**src/rtl/third_step_exec.sv**
```systemverilog
// MIPS execute stage: branch-target adder, ALU operand select, ALU control
// decode, ALU, destination-register select, and the EX/MEM output register.
module third_step_exec (
  input  logic        clk,
  input  logic        reset,
  input  logic        aluSrc,
  input  logic [1:0]  ALUOp,
  input  logic        regDst,
  input  logic [31:0] pcPlusFour,
  input  logic [31:0] reg1,
  input  logic [31:0] reg2,
  input  logic [31:0] signExtend,
  input  logic [4:0]  regDst1,
  input  logic [4:0]  regDst2,
  output logic [31:0] addResult,
  output logic        zero,
  output logic [31:0] aluResult,
  output logic [31:0] reg2Out,
  output logic [4:0]  muxRegDstOut
);

  localparam int unsigned DATA_W  = 32;
  localparam int unsigned REG_W   = 5;
  localparam int unsigned FUNCT_W = 6;
  localparam int unsigned CTRL_W  = 3;

  // ALU operation encodings (internal only)
  localparam logic [CTRL_W-1:0] ALU_ADD = 3'd0;
  localparam logic [CTRL_W-1:0] ALU_SUB = 3'd1;
  localparam logic [CTRL_W-1:0] ALU_AND = 3'd2;
  localparam logic [CTRL_W-1:0] ALU_OR  = 3'd3;
  localparam logic [CTRL_W-1:0] ALU_XOR = 3'd4;
  localparam logic [CTRL_W-1:0] ALU_NOR = 3'd5;
  localparam logic [CTRL_W-1:0] ALU_SLT = 3'd6;

  // R-type funct codes
  localparam logic [FUNCT_W-1:0] FN_ADD  = 6'h20;
  localparam logic [FUNCT_W-1:0] FN_ADDU = 6'h21;
  localparam logic [FUNCT_W-1:0] FN_SUB  = 6'h22;
  localparam logic [FUNCT_W-1:0] FN_SUBU = 6'h23;
  localparam logic [FUNCT_W-1:0] FN_AND  = 6'h24;
  localparam logic [FUNCT_W-1:0] FN_OR   = 6'h25;
  localparam logic [FUNCT_W-1:0] FN_XOR  = 6'h26;
  localparam logic [FUNCT_W-1:0] FN_NOR  = 6'h27;
  localparam logic [FUNCT_W-1:0] FN_SLT  = 6'h2A;

  logic [FUNCT_W-1:0] funct_c;
  logic [CTRL_W-1:0]  alu_ctrl_c;
  logic [DATA_W-1:0]  alu_b_c;
  logic [DATA_W-1:0]  alu_res_c;
  logic [DATA_W-1:0]  branch_tgt_c;
  logic [REG_W-1:0]   dst_c;

  assign funct_c      = signExtend[FUNCT_W-1:0];
  assign alu_b_c      = aluSrc ? signExtend : reg2;
  assign branch_tgt_c = pcPlusFour + (signExtend << 2);
  assign dst_c        = regDst ? regDst2 : regDst1;

  // ALU control decode; unknown funct codes fall back to ADD
  always_comb begin
    alu_ctrl_c = ALU_ADD;
    case (ALUOp)
      2'b01: alu_ctrl_c = ALU_SUB;
      2'b10: begin
        case (funct_c)
          FN_ADD, FN_ADDU: alu_ctrl_c = ALU_ADD;
          FN_SUB, FN_SUBU: alu_ctrl_c = ALU_SUB;
          FN_AND:          alu_ctrl_c = ALU_AND;
          FN_OR:           alu_ctrl_c = ALU_OR;
          FN_XOR:          alu_ctrl_c = ALU_XOR;
          FN_NOR:          alu_ctrl_c = ALU_NOR;
          FN_SLT:          alu_ctrl_c = ALU_SLT;
          default:         alu_ctrl_c = ALU_ADD;
        endcase
      end
      default: alu_ctrl_c = ALU_ADD;
    endcase
  end

  // ALU datapath; add/sub wrap with no overflow indication
  always_comb begin
    alu_res_c = '0;
    case (alu_ctrl_c)
      ALU_ADD: alu_res_c = reg1 + alu_b_c;
      ALU_SUB: alu_res_c = reg1 - alu_b_c;
      ALU_AND: alu_res_c = reg1 & alu_b_c;
      ALU_OR:  alu_res_c = reg1 | alu_b_c;
      ALU_XOR: alu_res_c = reg1 ^ alu_b_c;
      ALU_NOR: alu_res_c = ~(reg1 | alu_b_c);
      ALU_SLT: alu_res_c = DATA_W'($signed(reg1) < $signed(alu_b_c));
      default: alu_res_c = reg1 + alu_b_c;
    endcase
  end

  // EX/MEM register; reset takes priority over new data
  always_ff @(posedge clk) begin
    if (reset) begin
      addResult    <= '0;
      zero         <= 1'b0;
      aluResult    <= '0;
      reg2Out      <= '0;
      muxRegDstOut <= '0;
    end else begin
      addResult    <= branch_tgt_c;
      zero         <= (alu_res_c == '0);
      aluResult    <= alu_res_c;
      reg2Out      <= reg2;
      muxRegDstOut <= dst_c;
    end
  end

endmodule

```
**config.mk**
```make
export PLATFORM = sky130hd
export DESIGN_NAME = third_step_exec
export DESIGN_NICKNAME = d
export VERILOG_FILES = /design/src/rtl/third_step_exec.sv
export SDC_FILE = /design/constraint.sdc
export NUM_CORES = 1
export LEC_CHECK = 0
export ABC_AREA = 1
export BUFFER_PORTS_ARGS = -buffer_cell sky130_fd_sc_hd__buf_4
export CORE_MARGIN = 2
export CORE_UTILIZATION = 57
export CTS_BUF_LIST = sky130_fd_sc_hd__clkbuf_4 sky130_fd_sc_hd__clkbuf_8 sky130_fd_sc_hd__clkbuf_16
export DETAILED_ROUTE_END_ITERATION = 10
export PLACE_DENSITY = 0.84
export SYNTH_ARGS = -nofsm -noshare
export SYNTH_HDL_FRONTEND = slang
export SYNTH_SLANG_ARGS = --single-unit
```
**constraint.sdc**
```tcl
create_clock -name clk -period 4.1 [get_ports clk]
set_input_delay 0.205 -clock clk [delete_from_list [all_inputs] [get_ports clk]]
set_output_delay 0.205 -clock clk [all_outputs]
set_load 0.005 [all_outputs]
```
==> reports/qor.csv <==
stage;metric;value;unit
floorplan;top_level_ports;246;
synth;synth.most_common_cell;nand2_1;
synth;syn-cell-area;11200;um2
layout;drive_gt1_share;14.5;%
floorplan;placementRows;51;
hold_path;worst_hold_startpoint;reg2[3];
drt;drt_first_iter_violations;1512;
clock_tree;max-clock-path-buffers;2;
layout;syn_to_final_growth;19.8;%
clock_tree;ctsHtreeMaxLevel;3;
setup_path;crit_top_cell;nand2_1;
grt;first_pass_grt_wire_length;64.9;mm
clock_tree;ctsRootBufferMaster;clkbuf_16;
grt;antenna_found_initial;0;
synth;synthesis.yosys.warnings;0;
power_and_ir_drop;pwr_density_cell;283;nW/um2
sta;timing_worst_slew_pin_value;1.04;ns
placement;globalplace.congestion;1.00;
synth;synthesized_area_fraction_occupied_by_adder_cells;15.5;%
drt;route.detailed.wl_per_inst;18.0;um
drt;drt_pass1_iterations;6;
floorplan;area_inside_the_core_boundary;19400;um2
clock_tree;clock_sink_count;102;
synth;synth_edf_count;0;
status;run_status;finished, final reports clean;
sta;period_share;84.7;%
drt;met3RoutedLength;5.62;mm
power_and_ir_drop;power.ir.vdd_worst;0.261;mV
placement;dpl_cell_area;13200;um2
synth;post_synth_inst_count;1896;
clock_tree;cts_made_buffers;9;
setup_path;cp.arrival;3.78;ns
sta;final.min_clock_period;3.47;ns
sta;fmax;0.288;GHz
setup_path;worstPathMaxFanout;31;
grt;grt_start_max_net_pins;56;
floorplan;die_height;144;um
layout;n_antenna_cell;0;
clock_tree;clk_transition_reported_paths;0.09;ns
floorplan;die_w;144;um
drt;postRouteAntennaNets;0;
synth;synth_seq_area_share;18.2;%
layout;postLayoutCellArea;13500;um2
sta;slew_violations;0;
layout;design.final.nets;2388;
sta;setup_repair_after_global_routing_missed_its_margin;no;
sta;tns;0;ns
synth;netlist.area_leader.share;18.2;%
setup_path;worst_endpoint_required_time;4.41;ns
flow_run;maxCapViolations;0;
synth;avgSynthCellArea;5.92;um2
setup_path;criticalPathCategory;in2reg;
drt;number_of_vias_in_the_routed_layout;13500;
synth;synth.top_cells.by_area;dfxtp_1 18%, ha_1 15%, nand2_1 14%;
sta;setup-violations-final;0;
drt;vias_per_cell;5.68;
synth;post_synthesis_share_of_cell_area_spent_on_and_or_nand_and_nor_gates;34.7;%
drt;drt_drc_violations_left;0;
grt;gr-usage-all-layers;40.4;%
drt;met2_wirelength;18.7;mm
synth;ys_ff_latch;102;
setup_path;critical_path.startpoint_type;input pin;
clock_tree;buffer_count_from_post_cts_setup_fixing;0;
power_and_ir_drop;leakagePower;0.00746;uW
synth;dominant_synthesized_flop_cell;dfxtp_1;
synth;postSynth.asyncResetShare;0;%
grt;gr-total-overflow;0;
synth;synth_cell_types;47;
layout;fillers;1745;
setup_path;worst_setup_path_end_kind;register;
synth;synth.mux.area_fraction;0;%
clock_tree;cts_tree;built;
synth;synth_compound_gate_area_share;16.5;%
placement;place.port_buffers;245;
synth;yosys.area_share.xor_xnor;1.33;%
drt;detail_route.wirelength.met1;16.9;mm
synth;synth_nets;2177;
placement;place_hpwl;34.6;mm
setup_path;max_stage_delay;0.55;ns
floorplan;effective_utilization_at_floorplan;57.9;%
synth;synth_commonest_cells;416 x nand2_1, 336 x inv_1, 255 x nor2_1;
setup_path;critical-path-slowest-cell;o21ai_0;
setup_path;crit_path_start;aluSrc;
grt;first_global_vias;12600;
hold_path;holdPathStages;3;
sta;hold_violations;0;
floorplan;die_area;20800;um2
clock_tree;post_cts_hold_buffer_count;0;
drt;route.final.wire_length;42.7;mm
synth;yosysTopAreaCell;dfxtp_1;
setup_path;timing.critical_path.cells;buf_4 > o21ai_0 > inv_1 > ha_1 > fa_1 > nand3_1 > nand2_1 > nand2_1 > nand2_1 > nand2_1 > nand2_1 > nand2_1 > nand2_1 > nand2_1 > inv_1 > nor3_2 > nand2_1 > nor2_1 > nand2_1 > nor2_1 > nand4_1 > nor2_1;
hold_path;min-delay-path-class;in2reg;
clock_tree;cts_resized;0;
sta;slew-limit-headroom;30.2;%
drt;highest-signal-layer;met4;
synth;dominant_combinational_cell_family_by_area_after_synthesis;simple AND/OR/NAND/NOR gates;
cell type report:
class,count,area [um2],share of cell area [%]
Multi-Input combinational cell,1400,7630,56.7
Clock inverter,7,62.6,0.465
Inverter,343,1290,9.56
Clock buffer,9,225,1.67
Sequential cell,102,2040,15.2
Tap cell,265,332,2.46
Timing Repair Buffer,251,1880,14.0
metal layers:
layer  up-vias  GRT usage (%)
li1       6462              -
met1      6012           53.7
met4         0           16.8
met5         -              0
met2       923           63.1
met3       115           9.04
flip-flops by register name, summed over array words and instances (netlist names):
| signal | cells |
|---|---|
| addResult | 32 |
| reg2Out | 32 |
| aluResult | 32 |
| muxRegDstOut | 5 |
| zero | 1 |
cells by family (layout without fill, tap and decap cells):
group / count (synthesis) / count (layout)
AND/OR/NAND/NOR: 904 / 904
buffers and inverters: 394 / 610
AO/OA/AOI/OAI: 342 / 342
adder cells (fa/ha/maj): 137 / 137
flip-flops: 102 / 102
XOR/XNOR: 17 / 17
report_power, final:
group	leakage (uW)	switching [uW]	internal, uW
clock network	0.000144	487	429
logic	0.00647	1110	650
registers	0.000850	29.5	1100
cell usage in the layout (no fill, tap or decap), types with 3 or more instances in the layout:
cell	synthesis	layout
a31oi_1	6	6
ha_1	134	134
nand3_4	3	3
o21ai_1	4	4
nor3_1	23	23
a21oi_1	153	153
o211ai_1	4	4
nand3_2	4	4
nand3_1	123	123
nand4_1	44	44
o21ai_0	135	135
inv_2	7	7
nor4_1	3	3
nand2_1	416	416
clkbuf_16	0	9
o21a_1	10	10
nor2_4	3	3
or2_2	6	6
nand3b_1	8	8
fa_1	3	3
nor2_1	255	255
nor3_2	5	5
inv_1	336	336
buf_4	3	251
xor2_1	15	15
o21bai_1	11	11
dfxtp_1	102	102
nand2_2	5	5
a21boi_0	5	5
critical path, delay by kind of cell:
| kind | cells | cell delay (ns) |
|---|---|---|
| buffers and inverters | 3 | 0.40 |
| and+or+nand+nor | 16 | 1.81 |
| adders and majority gates | 2 | 0.81 |
| AOI/OAI and AO/OA | 1 | 0.55 |
path summary, 6_finish.rpt:
check	endpoint	slack (ns)
setup / recovery	zero	0.63
hold / removal	reg2Out[3]	0.04
through the flow:
step | worst slack [ns] | hold slack (ns) | total power, uW | std cells | utilization, %
floorplan | 1.04 | 0.312 | 2190 | 1896 | -
global placement | 0.435 | 0.407 | 2820 | 2361 | 67.9
detailed placement | 0.418 | 0.422 | 2840 | 2361 | 67.9
CTS | 0.802 | 0.0400 | 3740 | 2377 | 69.4
global route | 0.379 | 0.0462 | 4020 | 2377 | 69.4
finish | 0.627 | 0.0430 | 3800 | 2377 | 69.4
Power figures use the tool's default switching activity.
